[src/rtl/instr_fetch_pkg.sv]
// Shared decode-path definitions: instruction field positions,
// the R-type opcode and the fetch state encoding.
package proc_defs;

    localparam int OP_HI = 31;
    localparam int OP_LO = 26;
    localparam int RS_HI = 25;
    localparam int RS_LO = 21;
    localparam int RT_HI = 20;
    localparam int RT_LO = 16;
    localparam int RD_HI = 15;
    localparam int RD_LO = 11;
    localparam int FN_HI = 3;
    localparam int FN_LO = 0;

    localparam logic [5:0] OP_RTYPE = 6'b000000;

    localparam logic [0:0] ST_REQ  = 1'b0;
    localparam logic [0:0] ST_HOLD = 1'b1;

endpackage

[src/rtl/instr_fetch_if.sv]
// Instruction memory read bus: request/address out,
// ack/read data back from memory.
interface instr_fetch_if #(
    parameter int ADDR_W = 8,
    parameter int DATA_W = 32
);
    logic              imem_req;
    logic [ADDR_W-1:0] imem_addr;
    logic              imem_ack;
    logic [DATA_W-1:0] imem_rdata;

    modport master (
        output imem_req,
        output imem_addr,
        input  imem_ack,
        input  imem_rdata
    );

    modport slave (
        input  imem_req,
        input  imem_addr,
        output imem_ack,
        output imem_rdata
    );
endinterface

[src/rtl/instr_fetch_pc.sv]
// Program counter: reset load, redirect load with word alignment,
// and +4 increment; reset beats redirect beats increment.
module fetch_pc #(
    parameter int                ADDR_W   = 8,
    parameter logic [ADDR_W-1:0] RESET_PC = '0
) (
    input  logic              clk,
    input  logic              reset,
    input  logic              inc_en,
    input  logic              redir_en,
    input  logic [ADDR_W-1:0] redir_pc,
    output logic [ADDR_W-1:0] pc
);

    // PC update with fixed priority; the add wraps modulo 2^ADDR_W
    always_ff @(posedge clk) begin
        if (reset) begin
            pc <= RESET_PC;
        end else if (redir_en) begin
            pc <= redir_pc & ~ADDR_W'(3);
        end else if (inc_en) begin
            pc <= pc + ADDR_W'(4);
        end
    end

endmodule

[src/rtl/instr_fetch.sv]
// Fetch stage: requests words from instruction memory, holds the
// instruction register under stall and honours branch redirects.
module instr_fetch
    import proc_defs::*;
#(
    parameter int                ADDR_W   = 8,
    parameter int                DATA_W   = 32,
    parameter logic [ADDR_W-1:0] RESET_PC = '0
) (
    input  logic              clk,
    input  logic              reset,
    instr_fetch_if.master     imem,
    input  logic              stall,
    input  logic              redirect_valid,
    input  logic [ADDR_W-1:0] redirect_pc,
    output logic              instr_valid,
    output logic [5:0]        opcode,
    output logic [3:0]        funct,
    output logic [4:0]        rs,
    output logic [4:0]        rt,
    output logic [4:0]        rd,
    output logic              is_rtype,
    output logic [ADDR_W-1:0] pc_out
);

    if (DATA_W != 32) begin : g_bad_data_w
        $error("instr_fetch: DATA_W must be 32");
    end
    if (RESET_PC[1:0] != 2'b00) begin : g_bad_reset_pc
        $error("instr_fetch: RESET_PC must be word aligned");
    end

    logic [0:0]        state;
    logic [DATA_W-1:0] ir;
    logic [ADDR_W-1:0] pc;
    logic              take;
    logic [6:0]        unused_ir;

    // A word is captured only on an ack in REQ not cancelled by a redirect
    assign take = (state == ST_REQ) && imem.imem_ack && !redirect_valid;

    fetch_pc #(
        .ADDR_W   (ADDR_W),
        .RESET_PC (RESET_PC)
    ) u_pc (
        .clk      (clk),
        .reset    (reset),
        .inc_en   (take),
        .redir_en (redirect_valid),
        .redir_pc (redirect_pc),
        .pc       (pc)
    );

    assign imem.imem_req  = (state == ST_REQ) && !reset;
    assign imem.imem_addr = pc;

    assign opcode    = ir[OP_HI:OP_LO];
    assign rs        = ir[RS_HI:RS_LO];
    assign rt        = ir[RT_HI:RT_LO];
    assign rd        = ir[RD_HI:RD_LO];
    assign funct     = ir[FN_HI:FN_LO];
    assign is_rtype  = instr_valid && (opcode == OP_RTYPE);
    assign unused_ir = ir[RD_LO-1:FN_HI+1];

    // Fetch FSM and instruction register; redirect flushes from any state
    always_ff @(posedge clk) begin
        if (reset) begin
            state       <= ST_REQ;
            ir          <= '0;
            instr_valid <= 1'b0;
            pc_out      <= '0;
        end else if (redirect_valid) begin
            state       <= ST_REQ;
            instr_valid <= 1'b0;
        end else begin
            unique case (state)
                ST_REQ: begin
                    if (imem.imem_ack) begin
                        ir          <= imem.imem_rdata;
                        pc_out      <= pc;
                        instr_valid <= 1'b1;
                        state       <= ST_HOLD;
                    end
                end
                ST_HOLD: begin
                    if (!stall) begin
                        instr_valid <= 1'b0;
                        state       <= ST_REQ;
                    end
                end
                default: state <= ST_REQ;
            endcase
        end
    end

endmodule

[src/flat_wrapper.sv]
// flat-port wrapper written by rule: the top's interface ports become plain ports
module instr_fetch_flat import proc_defs::*;
#(
    parameter int                ADDR_W   = 8,
    parameter int                DATA_W   = 32,
    parameter logic [ADDR_W-1:0] RESET_PC = '0
)
  (clk, reset, stall, redirect_valid, redirect_pc, instr_valid, opcode, funct, rs, rt, rd, is_rtype, pc_out, imem_imem_req, imem_imem_addr, imem_imem_ack, imem_imem_rdata);
  instr_fetch_if #(.ADDR_W(ADDR_W), .DATA_W(DATA_W)) imem_i ();
  input  logic clk;
  input  logic reset;
  input  logic stall;
  input  logic redirect_valid;
  input  logic [ADDR_W-1:0] redirect_pc;
  output logic instr_valid;
  output logic [5:0] opcode;
  output logic [3:0] funct;
  output logic [4:0] rs;
  output logic [4:0] rt;
  output logic [4:0] rd;
  output logic is_rtype;
  output logic [ADDR_W-1:0] pc_out;
  output wire logic [$bits(imem_i.imem_req)-1:0] imem_imem_req;
  output wire logic [$bits(imem_i.imem_addr)-1:0] imem_imem_addr;
  input wire logic [$bits(imem_i.imem_ack)-1:0] imem_imem_ack;
  input wire logic [$bits(imem_i.imem_rdata)-1:0] imem_imem_rdata;
  assign imem_imem_req = imem_i.imem_req;
  assign imem_imem_addr = imem_i.imem_addr;
  assign imem_i.imem_ack = imem_imem_ack;
  assign imem_i.imem_rdata = imem_imem_rdata;
  instr_fetch #(.ADDR_W(ADDR_W), .DATA_W(DATA_W), .RESET_PC(RESET_PC)) u_core (.clk(clk), .reset(reset), .imem(imem_i), .stall(stall), .redirect_valid(redirect_valid), .redirect_pc(redirect_pc), .instr_valid(instr_valid), .opcode(opcode), .funct(funct), .rs(rs), .rt(rt), .rd(rd), .is_rtype(is_rtype), .pc_out(pc_out));
endmodule
[config.mk]
export PLATFORM = sky130hd
export DESIGN_NAME = instr_fetch_flat
export DESIGN_NICKNAME = d
export VERILOG_FILES = /design/src/rtl/instr_fetch_pkg.sv /design/src/rtl/instr_fetch_if.sv /design/src/rtl/instr_fetch_pc.sv /design/src/rtl/instr_fetch.sv /design/src/flat_wrapper.sv
export SDC_FILE = /design/constraint.sdc
export NUM_CORES = 1
export LEC_CHECK = 0
export ABC_AREA = 0
export CAP_MARGIN = 30
export CELL_PAD_IN_SITES_DETAIL_PLACEMENT = 1
export CELL_PAD_IN_SITES_GLOBAL_PLACEMENT = 1
export CORE_MARGIN = 2
export CORE_UTILIZATION = 25
export CTS_BUF_LIST = sky130_fd_sc_hd__clkbuf_4 sky130_fd_sc_hd__clkbuf_8
export CTS_CLUSTER_SIZE = 30
export DETAILED_ROUTE_END_ITERATION = 7
export PLACE_DENSITY_LB_ADDON = 0.1
export SKIP_CTS_REPAIR_TIMING = 1
export SYNTH_ARGS = -nofsm -noshare
export SYNTH_HDL_FRONTEND = slang
export SYNTH_HIERARCHICAL = 1
export SYNTH_SLANG_ARGS = --single-unit
[constraint.sdc]
create_clock -name clk -period 1.8 [get_ports clk]
set_input_delay 0.36 -clock clk [delete_from_list [all_inputs] [get_ports clk]]
set_output_delay 0.36 -clock clk [all_outputs]
set_load 0.01 [all_outputs]
# --- After elaboration in Yosys (flattened, before gate mapping) ---
# Cells that the tools add are included.
word_totals:
  reg_bits: 50
  input_bits: 45
  out_inout_bits: 44
  elab_cells: 30
classes:
  n_addsub: 1
  n_eq_ne: 2
  n_mux: 8
  bitwise: 2
  reduce_logical: 11
op_table:
  columns: ["operator", "n"]
  rows:
  - ["2-to-1 mux 8 bit", 2]
  - ["adder 8 x 3 -> 8 bit (second input constant)", 1]
  - ["logical NOT 6 bit", 1]
  - ["logical AND 1 bit", 4]
  - ["2-to-1 mux 1 bit", 4]
  - ["!= test 2 bit (second input constant)", 2]
  - ["one-hot mux 1 bit (2 select lines)", 2]
  - ["AND reduction 3 bit", 1]
  - ["logical NOT 1 bit", 2]
  - ["NOT 1 bit", 2]
  - ["AND reduction 2 bit", 1]
  - ["nonzero test 2 bit", 1]
  - ["OR reduction 2 bit", 1]

# --- Depth between registers and ports, before layout ---
# Gate-level depths: netlist (run 1).
depth:
  word_depth: 5
  depth_mapped: 7
  ltp_nobuf: 5

# --- Hierarchy ---
# The synthesis (run 1) kept the hierarchy.
modules_own_cells:
  columns: ["mod", "instances", "cells_each", "area_each_um2", "seq_area_each_um2"]
  rows:
  - ["instr_fetch", 1, 156, 1331.3, 700.7]
  - ["fetch_pc", 1, 36, 319.1, 120.1]

# --- Worst setup path before layout (run 1) ---
# No wires, ideal clock.
synth_path:
  path_type: "register to output"
  from: "register u_core.ir[31]"
  to: "output port is_rtype"
  t_arrival_ps: 1351
  t_required_ps: 1440
  slack_ps: 89
  path_stages_with_launch: 3
  path_buffers: 0
  cell_sequence: "dfxtp_1 or4b_2 nor4_1"
synth_between:
  elab_chain_cells: 2
synth_rtl:
  columns: ["item", "line_no", "rtl"]
  rows:
  - ["start: declaration", "instr_fetch.sv:34", "logic [DATA_W-1:0] ir;"]
  - ["start signal: assignment", "instr_fetch.sv:79", "ir <= imem.imem_rdata;"]
  - ["logical NOT 6 bit", "instr_fetch.sv:62", "assign is_rtype = instr_valid && (opcode == OP_RTYPE);"]
  - ["logical AND 1 bit", "instr_fetch.sv:62", null]
  - ["end: declaration", "flat_wrapper.sv:21", "output logic is_rtype;"]
# Every way passes these cells.

# --- Worst setup path after layout (run 1) ---
layout_path:
  from: "register u_core.ir[30]"
  to: "output port is_rtype"
# Same word-level chain as after synthesis.

==> summary.txt, run 1 <==
multi-input gate area in the final layout = 738 um^2
cells on worst reg2reg path = 5
final HPWL from detailed placement = 3270 um
initial antenna violation count = 0
Pre-Repair DR Iteration Count = 4
Clock Latency Late Sink = 0.28 ns
critical path capture point type = primary output
Die H = 85.3 um
Clock Power Share = 31.6%
PnR Total Power = 1950 uW
Worst EP arrival = 1.55 ns
Hold Startpoint = u_core/ir[17]
routability cong. = 0.687
register area share after synthesis = 49.7%
Root Driver = clkbuf_8
reg2reg start = u_core/state
critical path class = register to primary output
minimum clock period = 1.91 ns
vias per cell = 4.42
fillers = 746
Cells after DPL = 344
Req. time, crit path = 1.44 ns
ys async rst share = 0%
slowest CP cell = or4b_4
vias in the first global route = 1604
wirelength, routed = 4700 um
GR Util All Layers = 13.4%
layout cells sized above 1 = 15.0%
clk sinks = 41
clock buffer depth = 2
max-cap violations = 0
die area = 7270 um^2
Syn. warnings = 6
Seq pwr share = 50.6%
WHS Path Cells = 2
register area = 822 um^2
worst-path cell chain = or4b_4, nor4_4, buf_2
CTS tree = built
Synth area leader = dfxtp_1
Comb pwr share = 17.8%
total CTS buffers = 5
Initial Utilization = 26.0%
post-synthesis average cell area = 8.60 um^2
clk_skew = 0.00672 ns
max incr delay on CP = 0.54 ns
f_max = 524 MHz
first-pass GRT wire length = 7720 um
die width = 85.3 um
Sw Pwr = 480 uW
status = complete, but fails checks
Initial DRC Count = 47
Ports = 89
VDD IR-drop max = 342 uV
IO buf count = 77
reg2reg setup slack = 0.24 ns
Core ar. = 6350 um^2
pre-CTS setup slack = -0.323 ns
Rows = 29
ant diodes = 0
Cell variety after synth = 28
endpoints failing setup = 1
total negative slack = -0.108 ns
final worst setup slack = -0.108 ns
largest net degree at the start of global routing = 42
top cell type's share of synthesized area = 49.7%
failing checks = setup timing
DR DRC count = 0
fin crit share = 106%
clock-pin slew on the worst setup and hold paths = 0.07 ns
Max-slew headroom = 63.3%
hold_ws = 0.457 ns
worst reg2reg endpoint = u_core/u_pc/pc[7]
synth cell count leaders = nand2_1 (67), dfxtp_1 (41), a21oi_1 (19), a21oi_2 (17), nor2_1 (6)
Final Max Tran Viols = 0
Net count, final = 320
startpoint types = register
Hold Path Class = register to register
Layout Cells excl Fill = 351
P_int = 1470 uW
GR Overflow Total = 0
mean routed wirelength per cell = 13.4 um
endpoints failing hold = 0
post-route ant nets = 0
Yosys reg bits = 41
top_reg_cell synth = dfxtp_1
CP max FO = 2
P_leak = 0.000932 uW
Sw Ratio = 24.6%
measured slew at the worst slew-check pin = 0.551 ns
main area contributors after synthesis = dfxtp_1 (50%), nand2_1 (15%), a21oi_2 (9.0%)
via count = 1553
H-tree depth = 2
Cell Pwr Density = 749 nW/um^2
synthesized area = 1650 um^2
synthesized instance count = 192
top-count cell post-synth = nand2_1
EDFF count, synth = 0
Worst Hold Path EP = u_core/ir[17]
area growth from synthesis to layout = 57.5%
RSZ-0062 raised after global routing = yes
## power groups by stage
| stage | registers [uW] | clock network, uW | logic (uW) |
|---|---|---|---|
| final | 986 | 616 | 346 |
| after CTS | 984 | 651 | 352 |
| after detailed placement | 1010 | 0 | 350 |
| after global routing | 993 | 692 | 381 |
| after floorplan | 1020 | 0 | 132 |
| after global placement | 1010 | 0 | 347 |
## stage by stage
stage,cell area [um^2],util [%]
after floorplan,1650,-
after global placement,2490,39.3
after detailed placement,2490,39.3
after CTS,2580,40.7
after global routing,2600,40.9
final,2600,40.9
## critical path, delay by kind of cell, from the launching register on
| family | cells | cell delay, ns |
|---|---|---|
| buffers and inverters | 1 | 0.17 |
| AND/OR/NAND/NOR | 2 | 0.79 |
| flip-flops | 1 | 0.31 |
## cell usage in the layout (no fill, tap or decap)
cell type,count
o21a_1,1
nand3_1,2
ha_1,1
conb_1,2
dfxtp_1,40
a21oi_1,19
dfxtp_2,1
nor3_1,3
or3b_1,1
a211oi_1,3
clkbuf_4,1
nand4_1,2
buf_4,10
xor2_1,4
clkdlybuf4s50_1,75
nor2_1,6
mux2_2,1
o31a_1,1
nor4_4,1
or4b_4,1
buf_2,2
clkbuf_8,6
and2b_1,1
inv_1,2
mux2i_1,2
a21oi_2,17
clkinv_4,1
nand2b_1,1
nand2_1,67
## per-layer routing
layer  up-vias  part of all wire (%)  global-route usage (%)
li1        787                     -                       -
met1       722                    46                    17.1
met2        42                    47                    21.6
met3         2                   6.5                    4.28
met4         0                  0.66                    3.90
met5         -                     0                       0
## how the worst max path moves through the flow
stage	startpoint	cells after the start	endpoint	slack [ns]
detailed placement	u_core/ir[31]	3	is_rtype	-0.32
floorplan	u_core/ir[31]	2	is_rtype	0.09
global route	u_core/ir[30]	3	is_rtype	-0.19
CTS	u_core/ir[31]	3	is_rtype	-0.65
finish	u_core/ir[30]	3	is_rtype	-0.11
global placement	u_core/ir[31]	3	is_rtype	-0.29
## sequential cells by signal, summed over array words and instances (netlist names)
| name | flops |
|---|---|
| u_core/instr_valid | 1 |
| u_core/ir | 25 |
| u_core/pc_out | 8 |
| u_core/state | 1 |
| u_core/u_pc/pc | 6 |
## logic make-up after synthesis
group,share of synthesized area (%)
adder cells (fa/ha/maj),0.758
XOR/XNOR,2.12
other,0.227
buffers and inverters,6.90
AO/OA/AOI/OAI,17.1
flip-flops,49.7
multiplexers,1.90
AND/OR/NAND/NOR,21.2
## final cells by class
type,instances,area share (%)
Multi-Input combinational cell,136,28.4
Timing Repair Buffer,87,32.2
Clock buffer,7,3.47
Tap cell,77,3.71
Sequential cell,41,31.6
Inverter,3,0.626
(Power assumes the default switching activity.)
==> run 2, diff against run 1 <==
GPL_ROUTABILITY_DRIVEN = 1   (was not set)
MAX_ROUTING_LAYER = met4   (was not set)
==> run 2 against run 1 <==
Setup slack unchanged. The run still ends with setup timing left. Combinational power about the same. Global-route usage increased by 0.40 points. Largest power group unchanged. Power about the same. Largest cell class unchanged. Clock skew unchanged. Sequential power about the same. Routed wire length unchanged.
==> summary.txt, run 2 (synthesis results as in run 1) <==
Hold Path Class = register to register (unchanged)
GR Util All Layers = 13.8% (was 13.4%)
post-route ant nets = 0 (unchanged)
Die H = 85.3 um (unchanged)
max FFs per register = 25 (unchanged)
endpoints failing setup = 1 (unchanged)
commonest non-fill, non-tap cell in the layout = clkdlybuf4s50_1 (unchanged)
WHS Path Cells = 2 (unchanged)
initial antenna violation count = 0 (unchanged)
Comb pwr share = 17.8% (about the same)
Largest delay share family, worst path = simple AND/OR/NAND/NOR gates (unchanged)
endpoints failing hold = 0 (unchanged)
first-pass GRT wire length = 7720 um (unchanged)
area growth from synthesis to layout = 57.5% (unchanged)
via count = 1553 (unchanged)
Seq pwr share = 50.6% (about the same)
total CTS buffers = 5 (unchanged)
IO buf count = 77 (unchanged)
Clock Latency Late Sink = 0.28 ns (about the same)
P_leak = 0.000932 uW (unchanged)
reg2reg setup slack = 0.24 ns (about the same)
die width = 85.3 um (unchanged)
Buf+Inv Stages, Crit Path = 1 (unchanged)
layout cells sized above 1 = 15.0% (unchanged)
f_max = 524 MHz (unchanged)
slowest CP cell = or4b_4 (unchanged)
clk sinks = 41 (unchanged)
P_int = 1470 uW (unchanged)
pre-CTS setup slack = -0.323 ns (unchanged)
Clock Power Share = 31.6% (about the same)
H-tree depth = 2 (unchanged)
mean routed wirelength per cell = 13.4 um (unchanged)
final worst setup slack = -0.108 ns (unchanged)
VDD IR-drop max = 342 uV (about the same)
worst-path cell chain = or4b_4, nor4_4, buf_2 (unchanged)
CTS tree = built (unchanged)
measured slew at the worst slew-check pin = 0.551 ns (about the same)
cells on worst reg2reg path = 5 (unchanged)
worst reg2reg endpoint = u_core/u_pc/pc[7] (unchanged)
max-cap violations = 0 (unchanged)
Req. time, crit path = 1.44 ns (about the same)
startpoint types = register (unchanged)
Worst EP arrival = 1.55 ns (about the same)
GR Overflow Total = 0 (unchanged)
clock-pin slew on the worst setup and hold paths = 0.07 ns (about the same)
largest net degree at the start of global routing = 42 (unchanged)
Net count, final = 320 (unchanged)
Root Driver = clkbuf_8 (unchanged)
routability cong. = 0.694 (was 0.687)
Final Max Tran Viols = 0 (unchanged)
wirelength, routed = 4700 um (unchanged)
CP max FO = 2 (unchanged)
Critical Path Start = u_core/ir[30] (unchanged)
Most flops, register = u_core/ir (unchanged)
max incr delay on CP = 0.54 ns (about the same)
RSZ-0062 raised after global routing = yes (unchanged)
Metal-1 WL = 2170 um (was 2140 um)
critical path capture point type = primary output (unchanged)
status = complete, but fails checks (unchanged)
final HPWL from detailed placement = 3270 um (unchanged)
Ports = 89 (unchanged)
crit path capture = is_rtype (unchanged)
Crit. path cell count = 3 (unchanged)
Core ar. = 6350 um^2 (unchanged)
reg2reg start = u_core/state (unchanged)
hold_ws = 0.457 ns (unchanged)
Initial Utilization = 26.0% (unchanged)
Max Used Layer = met4 (unchanged)
met3 wire len = 274 um (was 304 um)
failing checks = setup timing (unchanged)
DR DRC count = 0 (unchanged)
minimum clock period = 1.91 ns (unchanged)
Top Registers = u_core/ir: 25 flops, u_core/pc_out: 8 flops, u_core/u_pc/pc: 6 flops (unchanged)
ant diodes = 0 (unchanged)
total negative slack = -0.108 ns (unchanged)
die area = 7270 um^2 (unchanged)
Initial DRC Count = 47 (unchanged)
Sw Pwr = 480 uW (about the same)
Max-slew headroom = 63.3% (about the same)
critical path class = register to primary output (unchanged)
commonest cells after routing, fill and taps aside = clkdlybuf4s50_1 (75), nand2_1 (67), dfxtp_1 (40), a21oi_1 (19), a21oi_2 (17) (unchanged)
Sw Ratio = 24.6% (about the same)
vias in the first global route = 1601 (was 1604)
clock buffer depth = 2 (unchanged)
Rows = 29 (unchanged)
vias per cell = 4.42 (unchanged)
Cell Pwr Density = 749 nW/um^2 (about the same)
clk_skew = 0.00672 ns (unchanged)
met2 WL = 2220 um (unchanged)
Pre-Repair DR Iteration Count = 4 (unchanged)
fin crit share = 106% (unchanged)
-- run 2: worst min-delay path, delay by kind of cell (launching register included) --
| family | cells | cell delay, ns |
|---|---|---|
| compound gates | 1 | 0.05 |
| flops | 1 | 0.31 |
| simple gates | 1 | 0.05 |
-- run 2: area by class of cell --
type / instances / area [um^2]
fill: 746 / 3750
timing repair buffer: 87 / 836
sequential: 41 / 822
multi-input combinational: 136 / 738
tap: 77 / 96.3
clock buffer: 7 / 90.1
inverter: 3 / 16.3
-- run 2: worst min-delay path by stage --
stage / startpoint / to / slack (ns)
2_1_floorplan: reset / u_core/u_pc/pc[2] / 0.43
3_5_place_dp: u_core/ir[19] / u_core/ir[19] / 0.45
3_3_place_gp: u_core/ir[19] / u_core/ir[19] / 0.44
5_1_grt: u_core/ir[12] / u_core/ir[12] / 0.47
4_1_cts: u_core/ir[12] / u_core/ir[12] / 0.46
6_report: u_core/ir[17] / u_core/ir[17] / 0.46
-- run 2: power groups by stage --
stage	Sequential [uW]	Combinational (uW)	Clock [uW]
6_report	986	346	616
4_1_cts	984	352	651
5_1_grt	993	381	692
3_5_place_dp	1010	350	0
2_1_floorplan	1020	132	0
3_3_place_gp	1010	347	0
-- run 2: routing by layer --
metal	vias up	global-route usage, %
met3	2	3.89
met2	42	21.6
met5	-	-
met1	722	17.3
li1	787	-
met4	0	3.90
-- run 2: through the flow --
step / std cells / cell area [um^2] / util (%) / power [uW]
after CTS: 351 / 2580 / 40.7 / 1990
after detailed placement: 344 / 2490 / 39.3 / 1350
after global routing: 351 / 2600 / 40.9 / 2070
after global placement: 344 / 2490 / 39.3 / 1350
after floorplan: 193 / 1650 / - / 1150
final: 351 / 2600 / 40.9 / 1950
